==> src/rtl/outram_pkg.sv <==
// Shared state encoding and default widths for the output RAM sequencer.
package outram_pkg;

  localparam int unsigned OUTRAM_WIDTH     = 32;
  localparam int unsigned OUTRAM_ADDR_BITS = 2;

  typedef enum logic [1:0] {
    ST_IDLE    = 2'd0,
    ST_COLLECT = 2'd1,
    ST_DRAIN   = 2'd2,
    ST_DONE    = 2'd3
  } outram_state_e;

endpackage : outram_pkg

==> src/rtl/output_ram_seq.sv <==
// Output RAM sequencer: collects a frame of result words into the external RAM,
// then drains it as a stream with TLAST. Optional stall counter: OUTRAM_STALL_CNT_EN.
module output_ram_seq
  import outram_pkg::*;
#(
  parameter int unsigned RAM_WIDTH     = OUTRAM_WIDTH,
  parameter int unsigned RAM_ADDR_BITS = OUTRAM_ADDR_BITS,
  parameter int unsigned NUM_WORDS     = 4
) (
  input  logic                     clk,
  input  logic                     reset,
  input  logic                     start,
  input  logic                     res_valid,
  input  logic [RAM_WIDTH-1:0]     res_data,
  output logic                     res_ready,
  output logic                     ram_we,
  output logic [RAM_ADDR_BITS-1:0] ram_waddr,
  output logic [RAM_WIDTH-1:0]     ram_wdata,
  output logic [RAM_ADDR_BITS-1:0] ram_raddr,
  input  logic [RAM_WIDTH-1:0]     ram_rdata,
  output logic                     m_tvalid,
  input  logic                     m_tready,
  output logic [RAM_WIDTH-1:0]     m_tdata,
  output logic                     m_tlast,
  output logic                     busy,
  output logic                     done
`ifdef OUTRAM_STALL_CNT_EN
  ,
  output logic [15:0]              stall_cnt
`endif
);

  localparam int unsigned        CNT_W = RAM_ADDR_BITS + 1;
  localparam logic [CNT_W-1:0]   LAST  = CNT_W'(NUM_WORDS - 1);

  outram_state_e    state;
  logic [CNT_W-1:0] wr_cnt;
  logic [CNT_W-1:0] rd_cnt;

  // Sequencer: state plus the registered handshake/status outputs.
  always_ff @(posedge clk) begin
    if (reset) begin
      state     <= ST_IDLE;
      wr_cnt    <= '0;
      rd_cnt    <= '0;
      res_ready <= 1'b0;
      m_tvalid  <= 1'b0;
      busy      <= 1'b0;
      done      <= 1'b0;
    end else begin
      case (state)
        ST_IDLE: begin
          if (start) begin
            state     <= ST_COLLECT;
            wr_cnt    <= '0;
            rd_cnt    <= '0;
            res_ready <= 1'b1;
            busy      <= 1'b1;
          end
        end
        ST_COLLECT: begin
          if (res_valid) begin
            wr_cnt <= wr_cnt + CNT_W'(1);
            if (wr_cnt == LAST) begin
              state     <= ST_DRAIN;
              res_ready <= 1'b0;
              m_tvalid  <= 1'b1;
            end
          end
        end
        ST_DRAIN: begin
          // rd_cnt only moves on a handshake, so a stalled beat stays put.
          if (m_tready) begin
            rd_cnt <= rd_cnt + CNT_W'(1);
            if (rd_cnt == LAST) begin
              state    <= ST_DONE;
              m_tvalid <= 1'b0;
              done     <= 1'b1;
            end
          end
        end
        ST_DONE: begin
          state <= ST_IDLE;
          done  <= 1'b0;
          busy  <= 1'b0;
        end
        default: begin
          state     <= ST_IDLE;
          res_ready <= 1'b0;
          m_tvalid  <= 1'b0;
          busy      <= 1'b0;
          done      <= 1'b0;
        end
      endcase
    end
  end

  // RAM port and stream wiring; read data is asynchronous from the RAM.
  assign ram_we    = res_valid & res_ready;
  assign ram_wdata = res_data;
  assign ram_waddr = wr_cnt[RAM_ADDR_BITS-1:0];
  assign ram_raddr = rd_cnt[RAM_ADDR_BITS-1:0];
  assign m_tdata   = ram_rdata;
  assign m_tlast   = m_tvalid & (rd_cnt == LAST);

`ifdef OUTRAM_STALL_CNT_EN
  // Back-pressure cycles seen while draining; saturating, kept after the frame.
  always_ff @(posedge clk) begin
    if (reset) begin
      stall_cnt <= '0;
    end else if (state == ST_IDLE && start) begin
      stall_cnt <= '0;
    end else if (m_tvalid && !m_tready && stall_cnt != 16'hFFFF) begin
      stall_cnt <= stall_cnt + 16'd1;
    end
  end
`endif

endmodule : output_ram_seq

==> config.mk <==
export PLATFORM = sky130hd
export DESIGN_NAME = output_ram_seq
export DESIGN_NICKNAME = d
export VERILOG_FILES = /design/src/rtl/outram_pkg.sv /design/src/rtl/output_ram_seq.sv
export SDC_FILE = /design/constraint.sdc
export NUM_CORES = 1
export LEC_CHECK = 0
export BUFFER_PORTS_ARGS = -buffer_cell sky130_fd_sc_hd__buf_2
export CAP_MARGIN = 10
export CORE_MARGIN = 4
export CORE_UTILIZATION = 31
export CTS_CLUSTER_DIAMETER = 150
export DETAILED_ROUTE_END_ITERATION = 7
export PLACE_DENSITY = 0.88
export SLEW_MARGIN = 20
export SYNTH_ARGS = -nofsm -noshare
export SYNTH_HDL_FRONTEND = slang
export SYNTH_SLANG_ARGS = --single-unit
export TNS_END_PERCENT = 5
==> constraint.sdc <==
create_clock -name clk -period 1.6 [get_ports clk]
set_input_delay 0.24 -clock clk [delete_from_list [all_inputs] [get_ports clk]]
set_output_delay 0.24 -clock clk [all_outputs]
set_load 0.005 [all_outputs]
==> flow_metrics.env <==
export IMPL_timing_fmax_mhz=665
export IMPL_cts_buffer_depth=2
export IMPL_grt_pass1_vias=718
export IMPL_cp_max_fo=4
export IMPL_placed_cell_area_sq_um=872
export IMPL_antenna_found_initial=0
export IMPL_syn_nets=226
export IMPL_crit_path_start_kind="flip-flop"
export IMPL_dpl_cell_count=141
export IMPL_synthArstFlopShare_pct=0
export IMPL_finalHoldViolCount=0
export IMPL_synth_ff_type="dfxtp_1"
export IMPL_area_growth_pct=-26.2
export IMPL_cts_tree="built"
export IMPL_crit_type="reg2reg"
export IMPL_ys_top_cells_by_area="buf_4 41%, dfxtp_1 19%, ha_1 10%, a21oi_1 4.0%, o21ai_0 3.2%"
export IMPL_setup_violations=0
export IMPL_ctsHtreeMaxLevel=1
export IMPL_hp_class="in2reg"
export IMPL_stdcell_count=144
export IMPL_post_drt_wl_per_cell_microns=14.5
export IMPL_nFillCells=403
export IMPL_num_antenna_cells=0
export IMPL_vias=696
export IMPL_hold_depth=3
export IMPL_finalCriticalPeriod_ns=1.50
export IMPL_p_leak_nw=0.374
export IMPL_final_antenna_net_count=0
export IMPL_grt_setup_unrepaired="false"
export IMPL_viasPerCell=4.83
export IMPL_worstSetupStartpoint="rd_cnt[0]$_SDFFE_PP0P_"
export IMPL_syn_cell_area_sq_um=1250
export IMPL_drive_gt1_share_pct=33.3
export IMPL_setup_tns_ns=0
export IMPL_track_usage_pct=8.60
export IMPL_multi_input_area_sq_um=463
export IMPL_fin_crit_sh_pct=94.0
export IMPL_drt_iter0_drc=8
export IMPL_synth_cell_types=28
export IMPL_power_mw=1.37
export IMPL_synthCells=147
export IMPL_ys_seq_area_share_pct=19.3
export IMPL_coreArea_sq_um=3770
export IMPL_std_cell_rows=22
export IMPL_numCtsBuffers=3
export IMPL_io_buffers=14
export IMPL_grt_start_max_net_pins=14
export IMPL_yosysTopAreaCell="buf_4"
export IMPL_run_status="complete, no violations"
export IMPL_setup_ws_ns=0.0953
export IMPL_firstDrtPassIters=4
export IMPL_power_density_nw_per_um2=1490
export IMPL_routed_wl_mm=2.08
export IMPL_grt_pass1_wl_mm=3.50
export IMPL_dieArea_sq_um=5100
export IMPL_nets=177
export IMPL_finClkSkew_ns=0.000618
export IMPL_worst_slew_pin_slew_ns=0.354
export IMPL_crit_path_end_kind="flip-flop"
export IMPL_regArea_sq_um=245
export IMPL_stdcell_area_sq_um=921
export IMPL_clock_latency_ns=0.24
export IMPL_synth_edff_count=0
export IMPL_worst_ep_required_time_ns=1.76
export IMPL_synth_area_per_cell_sq_um=8.49
export IMPL_dp_slack_ns=0.0561
export IMPL_synth_warnings=0
export IMPL_yosysTopAreaCellShare_pct=40.9
export IMPL_drc=0
export IMPL_clk_pin_slew_ns=0.05
export IMPL_die_w_microns=71.4
export IMPL_ys_seq_elements=12
export IMPL_hold_ws_ns=0.324
export IMPL_slew_limit_headroom_pct=76.2
export IMPL_slew_violations=0
export IMPL_hpwl_mm=1.55
export IMPL_gp_congestion=0.851
export IMPL_root_buffer="clkbuf_8"
export IMPL_cts_sinks=12
export IMPL_initial_core_util_pct=33.1
export IMPL_reg2reg_depth=5
export IMPL_fp_dieH_microns=71.4
export IMPL_peakVddDrop_mv=0.737
export IMPL_grt_overflow_total=0
export IMPL_pin_count=143
export IMPL_cp_arrival_ns=1.67
export IMPL_cts_hold_buf=0
export IMPL_max_cap_violations=0
export IMPL_timing_reg2reg_setup_slack_ns=0.1
export IMPL_rr_startpoint="rd_cnt[0]$_SDFFE_PP0P_"
export IMPL_utilization_pct=24.4
export IMPL_hp_start="start"
==> per-layer routing <==
| metal | wire (microns) | track usage, % | up-vias |
|---|---|---|---|
| met3 | 201 | 3.09 | 15 |
| met5 | 0 | 0 | - |
| met1 | 957 | 11.1 | 323 |
| met2 | 823 | 10.9 | 34 |
| met4 | 101 | 7.72 | 0 |
| li1 | - | - | 324 |
==> worst paths after layout <==
path | end
min reg2reg | wr_cnt[2]$_SDFFE_PP0P_
max reg2reg | state[0]$_SDFFE_PP0P_
min | busy$_SDFFE_PP0P_
max | state[0]$_SDFFE_PP0P_
==> registers in the layout, summed over array words and instances, names as in the netlist <==
name,cells
rd_cnt,3
state,2
res_ready,1
wr_cnt,3
busy,1
done,1
m_tvalid,1
==> power breakdown <==
part	leakage (nW)	internal (mW)	switching [mW]
logic	0.253	0.311	0.357
registers	0.0996	0.367	0.0549
clock network	0.0216	0.166	0.115
total	0.374	0.845	0.527
==> cell usage in the layout (no fill, tap or decap), drive strengths merged, types with 2 or more instances in the layout <==
cell type,count
a211oi,3
a21oi,10
and2,2
buf,17
clkbuf,3
dfxtp,12
ha,10
inv,5
mux2i,3
nand2b,4
nand4,2
nand4b,4
nor2b,3
o21ai,8
==> repair_timing <==
action,4_1_cts,5_1_grt
endpoints found under the setup margin,0,2
buffers inserted,0,0
resized for setup,0,5
==> cells by family after synthesis <==
kind of cell    after synthesis  share of synthesized area, %
buf+inv                      76                          44.0
mux                           3                          2.41
simple gates                 21                          11.8
fa+ha+maj                    10                          10.0
compound gates               25                          12.4
flops                        12                          19.3
==> final cells by class <==
cell class / instances / share of cell area [%]
clock buffer: 3 / 4.48
inverter: 5 / 2.04
multi-input combinational: 59 / 50.3
sequential: 12 / 26.6
tap: 48 / 6.52
timing repair buffer: 17 / 10.1
==> critical path, stage by stage (launching register included) <==
cell and delay (ns):
dfxtp_2 0.35, ha_1 0.16, ha_2 0.19, a21boi_1 0.11
o41a_1 0.43, a211oi_2 0.19
==> synthesized netlist by cell type, drive strengths merged (2+ instances only) <==
| cell type | number |
|---|---|
| a21oi | 10 |
| and2 | 2 |
| nand4 | 2 |
| mux2i | 3 |
| dfxtp | 12 |
| nand4b | 4 |
| o21ai | 8 |
| nor2b | 3 |
| buf | 70 |
| ha | 10 |
| nand2b | 4 |
| inv | 5 |
| a211oi | 3 |
No activity file was read; power rests on OpenSTA's default activity.
